`src/rtl/sram_bus_arbiter.sv`:
```
// ---------------------------------------------------------------------------
// sram_bus_arbiter
//
// Shares the single nak-handshake SRAM controller port between several bus
// masters (CPU data, CPU instruction fetch, SD/VGA DMA). Fresh arbitration is
// round-robin. Once a request is issued and the slave naks it, the grant stays
// with that master, so one request is never split across owners. Read data is
// broadcast to every master; only the owner sees its nak drop.
//
// Ports
//   clk, rst   system clock, synchronous active-high reset
//   m_en       per-master request, held until that master sees nak low
//   m_we       per-master write strobe
//   m_addr     packed master addresses, master i at [i*ADDR_WIDTH +: ADDR_WIDTH]
//   m_wdata    packed master write data, master i at [i*DATA_WIDTH +: DATA_WIDTH]
//   m_nak      per-master nak for the request that master issued last cycle
//   m_rdata    read data broadcast to all masters
//   s_en       slave request
//   s_we       slave write strobe
//   s_addr     slave address
//   s_wdata    slave write data
//   s_rdata    slave read data, valid the cycle after s_en
//   s_nak      slave nak for the request issued last cycle
// ---------------------------------------------------------------------------
module sram_bus_arbiter #(
  parameter int NUM_MASTERS = 3,
  parameter int ADDR_WIDTH  = 32,
  parameter int DATA_WIDTH  = 32
) (
  input  logic                              clk,
  input  logic                              rst,
  input  logic [NUM_MASTERS-1:0]            m_en,
  input  logic [NUM_MASTERS-1:0]            m_we,
  input  logic [NUM_MASTERS*ADDR_WIDTH-1:0] m_addr,
  input  logic [NUM_MASTERS*DATA_WIDTH-1:0] m_wdata,
  output logic [NUM_MASTERS-1:0]            m_nak,
  output logic [DATA_WIDTH-1:0]             m_rdata,
  output logic                              s_en,
  output logic                              s_we,
  output logic [ADDR_WIDTH-1:0]             s_addr,
  output logic [DATA_WIDTH-1:0]             s_wdata,
  input  logic [DATA_WIDTH-1:0]             s_rdata,
  input  logic                              s_nak
);

  localparam int IW = (NUM_MASTERS > 1) ? $clog2(NUM_MASTERS) : 1;
  localparam logic [IW-1:0] LAST_IDX = IW'(NUM_MASTERS - 1);

  logic [NUM_MASTERS-1:0] req_q;
  logic                   own_v;
  logic [IW-1:0]          own_idx;
  logic [IW-1:0]          rr_ptr;
  logic [IW-1:0]          rr_next;
  logic [IW-1:0]          grant;
  logic                   lock;
  logic                   done;

  // lock: the owner's last request was naked and must be repeated to the
  // same master. done: the owner's last request completed this cycle.
  assign lock = own_v & s_nak;
  assign done = own_v & ~s_nak;

  // Pointer advance on completion is made visible to this cycle's fresh
  // arbitration; otherwise a master finishing a transfer would win again the
  // very next cycle and continuous requesters would not rotate strictly.
  always_comb begin
    rr_next = rr_ptr;
    if (done) begin
      rr_next = (own_idx == LAST_IDX) ? '0 : own_idx + IW'(1);
    end
  end

  // Grant selection: a locked owner that still requests keeps the port,
  // otherwise scan from rr_next upward with wrap and take the first requester.
  // With no request the grant rests on rr_next (slave-side values then
  // are don't care).
  always_comb begin
    logic [IW:0] idx;
    logic        found;
    grant = rr_next;
    found = 1'b0;
    idx   = '0;
    if (lock && m_en[own_idx]) begin
      grant = own_idx;
    end else begin
      for (int k = 0; k < NUM_MASTERS; k++) begin
        idx = {1'b0, rr_next} + (IW+1)'(k);
        if (idx >= (IW+1)'(NUM_MASTERS)) begin
          idx = idx - (IW+1)'(NUM_MASTERS);
        end
        if (!found && m_en[idx[IW-1:0]]) begin
          grant = idx[IW-1:0];
          found = 1'b1;
        end
      end
    end
  end

  // Slave-side mux from the granted master, with constant slice bounds.
  always_comb begin
    s_en    = (|m_en) & ~rst;
    s_we    = m_we[0];
    s_addr  = m_addr[0 +: ADDR_WIDTH];
    s_wdata = m_wdata[0 +: DATA_WIDTH];
    for (int i = 0; i < NUM_MASTERS; i++) begin
      if (grant == IW'(i)) begin
        s_we    = m_we[i];
        s_addr  = m_addr[i*ADDR_WIDTH +: ADDR_WIDTH];
        s_wdata = m_wdata[i*DATA_WIDTH +: DATA_WIDTH];
      end
    end
  end

  // Every master that requested last cycle is naked unless it is the owner
  // and the slave completed it. Suppressed entirely while in reset.
  always_comb begin
    m_nak = '0;
    for (int i = 0; i < NUM_MASTERS; i++) begin
      m_nak[i] = ~rst & req_q[i] & ~(done & (own_idx == IW'(i)));
    end
  end

  assign m_rdata = s_rdata;

  // State update. Reset drops any outstanding request, so no nak is reported
  // for it after reset releases.
  always_ff @(posedge clk) begin
    if (rst) begin
      req_q   <= '0;
      own_v   <= 1'b0;
      own_idx <= '0;
      rr_ptr  <= '0;
    end else begin
      req_q   <= m_en;
      own_v   <= s_en;
      own_idx <= grant;
      rr_ptr  <= rr_next;
    end
  end

endmodule

```
`config.mk`:
```
export PLATFORM = sky130hd
export DESIGN_NAME = sram_bus_arbiter
export DESIGN_NICKNAME = d
export VERILOG_FILES = /design/src/rtl/sram_bus_arbiter.sv
export SDC_FILE = /design/constraint.sdc
export NUM_CORES = 1
export LEC_CHECK = 0
export CORE_AREA = 2 2 131 133
export CTS_CLUSTER_DIAMETER = 30
export DETAILED_ROUTE_END_ITERATION = 8
export DIE_AREA = 0 0 133 135
export HOLD_SLACK_MARGIN = 0.1
export PLACE_DENSITY = 0.58
export SLEW_MARGIN = 5
export SYNTH_ARGS = -nofsm -noshare
export SYNTH_HDL_FRONTEND = slang
export SYNTH_SLANG_ARGS = --single-unit
```
`constraint.sdc`:
```
create_clock -name clk -period 7.8 [get_ports clk]
set_clock_uncertainty 0.2 [all_clocks]
set_input_delay 1.56 -clock clk [delete_from_list [all_inputs] [get_ports clk]]
set_output_delay 1.56 -clock clk [all_outputs]
set_load 0.005 [all_outputs]
```
Word-level counts from Yosys, hierarchy flattened
Cells that the tools add are included.
W data, S select, Z words.

word-level totals
  memories kept = 0
  bits in latches = 0
  output and inout bits = 101
  word-level logic and storage cells = 75
  RAM bits = 0
  input bits = 233
  ROM bits = 0
  flip-flop bits (word level) = 8

cells by class
  $add $sub $neg = 6
  div/mod/pow operators = 0
  equal/unequal tests = 4
  bitwise gates (word level) = 17
  muxes and demuxes = 30
  shift operators = 0
  magnitude comparators = 7
  multiply operators = 0
  reductions and logical operators = 7

operator list
  operator               number
  $mux W32               4
  $mux W2                12
  $and A1 B1 Y1          12
  $lt A2 B3 Y1 const B   4
  $mux W1                10
  $bmux W1 S2            4
  $ge A3 B2 Y1 const B   2
  $sub A2 B2 Y2 const B  3
  $not A1 Y1             5
  $eq A2 B1 Y1 const B   2
  $eq A2 B2 Y1 const B   2
  $add A2 B1 Y3 const B  1
  $add A2 B2 Y3 const B  1
  $logic_and A1 B1 Y1    3
  $reduce_or A3 Y1       1
  $add A2 B1 Y2 const B  1
  $ge A2 B2 Y1 const B   1
  $logic_not A1 Y1       2
  $logic_not A2 Y1       1

Logic depth before layout (Yosys ltp)
Gate-level depths: netlist of run 1.

  depth after elaboration = 21
  depth in mapped cells = 10
  depth with buffers taken out = 7

Worst setup path after synthesis of run 1
OpenSTA, ideal clock, no wires.

  kind = input -> output
  start = in s_nak
  end = out s_addr[0]
  required time = 6.040 ns
  cell stages on the path = 9
  setup slack = 2.641 ns
  arrival time = 3.399 ns
  buffers on the path = 2
  path through = nand2b_1 -> a31o_1 -> and2_1 -> a311o_1 -> nand2b_4 -> a32o_1 -> buf_6 -> buf_6 -> a221oi_2

on the way
  cells in the longest elaborated chain, start to end = 21
  elaborated cells between the ends (all ways) = 41
  those cells by class = 5 x add/sub; 3 x order compare; 2 x eq/ne; 23 x mux; 3 x bitwise; 5 x reduce/logical

RTL lines
  what                                                                    line  source
  from (decl)                                                             43    input logic s_nak
  parallel branches: the longest is 17 deep, another holds $add A2 B1 Y3  -
  $mux W2 (*)                                                             83    if (lock && m_en[own_idx]) begin
  $eq A2 B1 Y1                                                            106   if (grant == IW'(i)) begin
  $mux W32                                                                106
  $mux W32 (*)                                                            106
  to (decl)                                                               40    output logic [ADDR_WIDTH-1:0] s_addr,

Every way passes the cells marked *. The select of a mux whose other input is x is not followed.

Worst setup path after layout of run 1
  start = in s_nak
  end = out s_wdata[16]

on the way
  cells in the longest elaborated chain, start to end = 21
  elaborated cells between the ends (all ways) = 41
  those cells by class = 5 x add/sub; 3 x order compare; 2 x eq/ne; 23 x mux; 3 x bitwise; 5 x reduce/logical

RTL lines
  what                                                                    line  source
  parallel branches: the longest is 17 deep, another holds $add A2 B1 Y3  -
  $mux W2 (*)                                                             83
  $eq A2 B1 Y1                                                            106
  $mux W32                                                                106
  $mux W32 (*)                                                            106
  to (decl)                                                               41    output logic [DATA_WIDTH-1:0] s_wdata,

Marked as above.

==> impl_metrics.yaml, run 1 <==
critical_path:
  worst_setup_path_end_kind: "primary output"
  max_stage_delay_ns: 0.56
  critPathMaxFanout: 38
  cp_cell_sequence: "clkdlybuf4s50_1 > nand2b_1 > a31o_1 > and2_1 > a311o_1 > nand2b_4 > a32o_4 > buf_4 > a221oi_2 > clkdlybuf4s50_1"
  path_buf_inv: 3
  rr_startpoint: "own_v"
  startpoint_type: "primary input"
  critical_path.most_common_cell: "clkdlybuf4s50_1"
  crit_arrival_ns: 5.02
  r2r-end: "own_idx[1]"
  worstSetupPathType: "in2out"
  rrSetupSlack_ns: 5.62
  cp_slowest_cell: "clkdlybuf4s50_1"
  rr_worst_depth: 4
  critPathRequiredTime_ns: 6.04
  critical_path.top_delay_family: "compound AO/OA/AOI/OAI gates"
sta:
  clock.fmax_mhz: 147
  worst_slew_pin_slew_ns: 0.749
  slew_violations: 0
  fin_crit_ns: 6.78
  post-route-period-util: 0.870
  finalSetupTns_ns: 0
  fin_ws_ns: 1.02
  rsz0062_at_grt: "false"
  relSlewSlack: 0.501
  finalSetupViolCount: 0
  hold_viol: 0
clock_tree:
  clk_latency_ns: 0.23
  cts.hold.buffers_added: 0
  cts_resized: 0
  cts_tree: "built"
  htreeDepth: 1
  cts_num_sinks: 8
  clk_pin_slew_ns: 0.04
  cts_buffer_depth: 2
  root_buffer: "clkbuf_16"
  cts_made_buffers: 3
  post_cts.repair.setup_buffers: 0
detailed_routing:
  m1WireLength_um: 5290
  detail-route-antenna-nets: 0
  totalWireLength_um: 14400
  first_pass_iters: 5
  highest_layer: "met4"
  wl_met3_um: 1040
  vias: 4187
  drc: 0
  wl_per_cell_um: 17.7
  drtIter0Drc: 179
  viasPerCell: 5.14
  wl_met2_um: 7570
floorplan:
  start_util: 0.173
  io_pins: 334
  fp.dieH_um: 135
  fp.dieArea_um2: 18000
  chipWidth_um: 133
  core_um2: 16400
  std_cell_rows: 47
global_routing:
  grt_pass1_vias: 4269
  antenna_found_initial: 0
  grt_overflow_total: 0
  grt_usage: 0.144
  grt_pass1_wl_um: 21300
  grt_max_degree: 66
synth:
  post-synth-top-area-cell: "o22ai_1"
  ys_types: 34
  synth_seq_area_share: 0.0563
  async_reset_ff_frac: 0
  synth_edf_count: 0
  synth_top_area_frac: 0.286
  synth_area_um2: 2850
  ys.flop_type: "dfxtp_1"
  syn_inst: 389
  ys_ff_latch: 8
  synthTopCellsByArea: "o22ai_1 (29%), a221oi_2 (26%), inv_1 (9.2%)"
  synth_fp_nets: 622
  yosys_warnings: 0
  avgSynthCellArea_um2: 7.31
worst_hold_path:
  hp-class: "reg2reg"
  min-delay-start: "rr_ptr[1]"
  holdPathEnd: "rr_ptr[1]"
  min_path_cells: 2
power:
  pwr_density_cell_nw_per_um2: 119
  ir_drop_mv: 0.0589
  cellLeakagePower_nw: 2.03
layout:
  register_area_um2: 160
  fin_cells: 815
  nets: 830
  layout_commonest_cell: "clkdlybuf4s50_1"
  area_growth_syn_to_layout_pct: 94.3
  layout_common_cells: "clkdlybuf4s50_1 (269), o22ai_1 (130), inv_1 (70)"
  final_area_um2: 5530
  antennaDiodeCount: 0
  fin_util: 0.337
  fillCellCount: 1650
  drive_gt1_frac: 0.118
  multi_input_area_um2: 1990
flow_run:
  max_cap_violations: 0
place:
  port_buffers: 269
  place_area_um2: 5450
  dp_hpwl_um: 11100
  gp_routability_congestion: 0.804
  dp_slack_ns: 1.02
  dp.cells: 812
status:
  status: "finished, final reports clean"
[worst min-delay path, delay by kind of cell, from the launching register on]
kind / cells / cell delay (ns)
compound gates: 1 / 0.13
flops: 1 / 0.33
simple gates: 1 / 0.04
[flip-flops by register name (all words and copies together), names as in the netlist]
register	flops
own_idx	2
own_v	1
req_q	3
rr_ptr	2
[cells in the mapped netlist (2+ instances only)]
cell type  count
or3_1          2
nor2b_1        2
dfxtp_1        8
clkbuf_1      32
nor3b_1        2
and2_1         2
buf_2          3
o22ai_1      130
a21oi_1        4
inv_1         70
nor3_1         2
buf_6          6
a221oi_2      50
buf_4         34
nor2_1         4
nand2_1        5
nand2b_1       2
a221oi_1      15
[worst max path at each step]
stage | from | endpoint | slack, ns | depth (start not counted)
after global placement | s_nak | s_wdata[1] | 1.11 | 10
after floorplan | s_nak | s_addr[0] | 2.64 | 9
after detailed placement | s_nak | s_wdata[1] | 1.02 | 10
final | s_nak | s_wdata[16] | 1.02 | 10
after global routing | s_nak | s_wdata[1] | 0.80 | 10
after CTS | s_nak | s_wdata[1] | 1.00 | 10
[logic make-up (layout without fill, tap and decap cells)]
kind of cell           count (synthesis)  after routing  share of synthesized area
muxes                                  1              1                    0.00352
and+or+nand+nor                       26             26                     0.0567
AOI/OAI and AO/OA                    208            208                      0.629
buffers and inverters                146            352                      0.255
DFF                                    8              8                     0.0563
[routing by layer]
layer,up-vias,GRT usage
met5,-,0
met4,0,0.0609
met3,38,0.0188
met2,252,0.284
met1,1951,0.152
li1,1946,-
[layout make-up]
| type | instances | share of cell area |
|---|---|---|
| flip-flops and latches | 8 | 0.0290 |
| well taps | 220 | 0.0498 |
| repair buffers | 279 | 0.501 |
| clock buffers | 3 | 0.0136 |
| inverters | 70 | 0.0475 |
| multi-input cells | 235 | 0.359 |
[stage by stage]
stage | hold slack, ns | total power, mW
after global routing | 0.385 | 0.692
after global placement | 0.342 | 0.563
after detailed placement | 0.348 | 0.569
after CTS | 0.357 | 0.657
final | 0.360 | 0.655
after floorplan | 0.298 | 0.296
[power breakdown]
group | internal (mW) | switching, mW
combinational | 0.313 | 0.210
sequential | 0.0441 | 0.00308
clock | 0.0660 | 0.0194
total | 0.423 | 0.232
(Power assumes the default switching activity.)
==> inputs of run 2 (changes only) <==
--- a/config.mk
+++ b/config.mk
@@ -10,7 +10,6 @@
 export DETAILED_ROUTE_END_ITERATION = 8
 export DIE_AREA = 0 0 133 135
 export HOLD_SLACK_MARGIN = 0.1
-export PLACE_DENSITY = 0.58
 export SLEW_MARGIN = 5
 export SYNTH_ARGS = -nofsm -noshare
 export SYNTH_HDL_FRONTEND = slang
==> run 2 against run 1 <==
Setup slack improved by 0.078 ns. Utilization fell by 0.14 points. Register-to-register slack got worse by 0.30 ns. First-iteration DRC count rose by 3.9%. Non-clock buffer count fell by 3. Sequential power barely moved. Count of clock-buffer cells in the layout did not move. Die area did not move. Critical path depth fell by 1. Clock power rose by 2%. Via count rose by 1.7%. Critical path type unchanged.
==> impl_metrics.yaml, run 2 (synthesized netlist as in run 1, its figures left out) <==
status:
  status: "finished, final reports clean"
place:
  gp_routability_congestion: 0.837
  port_buffers: 269
  dp_hpwl_um: 11000
critical_path:
  rr_startpoint: "own_idx[0]"
  worstSetupPathType: "in2out"
  cp-startpoint: "s_nak"
  critical_path.most_common_cell: "clkdlybuf4s50_1"
  worst_setup_path_end_kind: "primary output"
  critPathRequiredTime_ns: 6.04
  critical_path.top_delay_family: "compound AO/OA/AOI/OAI gates"
  cp_cell_sequence: "clkdlybuf4s50_1 > nand2b_1 > a31o_1 > and2_1 > a311o_1 > nand2b_4 > a32o_4 > a221oi_1 > clkdlybuf4s50_1"
  path_buf_inv: 2
  critPathMaxFanout: 65
  crit_arrival_ns: 4.95
  cp_slowest_cell: "a32o_4"
  startpoint_type: "primary input"
  max_stage_delay_ns: 0.68
floorplan:
  chipWidth_um: 133
  std_cell_rows: 47
  fp.dieH_um: 135
  core_um2: 16400
  io_pins: 334
  fp.dieArea_um2: 18000
  start_util: 0.173
clock_tree:
  htreeDepth: 1
  root_buffer: "clkbuf_16"
  cts_num_sinks: 8
  cts.hold.buffers_added: 0
  cts_buffer_depth: 2
  cts_made_buffers: 3
  cts_tree: "built"
  clk_latency_ns: 0.23
  clk_pin_slew_ns: 0.04
  cts_resized: 0
  post_cts.repair.setup_buffers: 0
sta:
  slew_violations: 0
  hold_viol: 0
  rsz0062_at_grt: "false"
  fin_crit_ns: 6.71
  finalSetupTns_ns: 0
  relSlewSlack: 0.239
  finalSetupViolCount: 0
  timing.hold.ws_ns: 0.355
  post-route-period-util: 0.860
  clock.fmax_mhz: 149
  worst_slew_pin_slew_ns: 1.14
global_routing:
  grt_usage: 0.151
  grt_max_degree: 66
  antenna_found_initial: 0
  grt_pass1_vias: 4284
  grt_overflow_total: 0
  grt_pass1_wl_um: 22300
detailed_routing:
  totalWireLength_um: 15100
  vias: 4257
  viasPerCell: 5.24
  drtIter0Drc: 186
  drc: 0
  first_pass_iters: 4
  wl_per_cell_um: 18.6
  detail-route-antenna-nets: 0
layout:
  regMostFlops: "req_q"
  largest_reg_flops: 3
  layout_commonest_cell: "clkdlybuf4s50_1"
  nets: 827
  antennaDiodeCount: 0
  area_growth_syn_to_layout_pct: 93.5
  drive_gt1_frac: 0.113
  layout_common_cells: "clkdlybuf4s50_1 (269), o22ai_1 (130), inv_1 (70)"
  reg.largest.list: "req_q x3, own_idx x2, rr_ptr x2"
worst_hold_path:
  min-delay-start: "rr_ptr[0]"
  hp-class: "reg2reg"
power:
  pwr_density_cell_nw_per_um2: 120
  cellLeakagePower_nw: 2.01
  ir_drop_mv: 0.0802
flow_run:
  max_cap_violations: 0
==> run 2: final timing paths <==
path	end	slack [ns]	cells after the start
max	s_wdata[31]	1.09	9
max reg2reg	own_idx[1]	5.32	6
min	rr_ptr[0]	0.36	2
min reg2reg	rr_ptr[0]	0.36	2
==> run 2: layout make-up <==
| cell class | count | area (µm²) |
|---|---|---|
| Clock buffer | 3 | 75.1 |
| Fill cell | 1663 | 10900 |
| Sequential cell | 8 | 160 |
| Inverter | 70 | 263 |
| Tap cell | 220 | 275 |
| Multi-Input combinational cell | 235 | 1990 |
| Timing Repair Buffer | 276 | 2750 |
==> run 2: metal layers <==
metal	share of wire	track usage
met5	0	0
met4	0.034	0.0568
met3	0.072	0.0248
met2	0.53	0.296
met1	0.37	0.162
==> run 2: worst min-delay path: cells and delay by family, from the launching register on <==
| kind | cells | cell delay, ns |
|---|---|---|
| AND/OR/NAND/NOR | 1 | 0.08 |
| AO/OA/AOI/OAI | 1 | 0.09 |
| flip-flops | 1 | 0.35 |
==> run 2: metrics by stage <==
stage	instance area (µm²)	util	setup WS, ns	total power [mW]	cells
final	5510	0.336	1.09	0.658	812
after CTS	5510	0.336	1.06	0.661	812
after global routing	5510	0.336	0.886	0.694	812
after floorplan	2850	-	2.64	0.296	389
after detailed placement	5430	0.331	1.06	0.571	809
after global placement	5430	0.331	1.17	0.561	809
==> run 2: report_power, final <==
part / switching, mW / internal (mW) / total [mW]
clock: 0.0209 / 0.0662 / 0.0871
combinational: 0.214 / 0.310 / 0.524
sequential: 0.00293 / 0.0440 / 0.0470
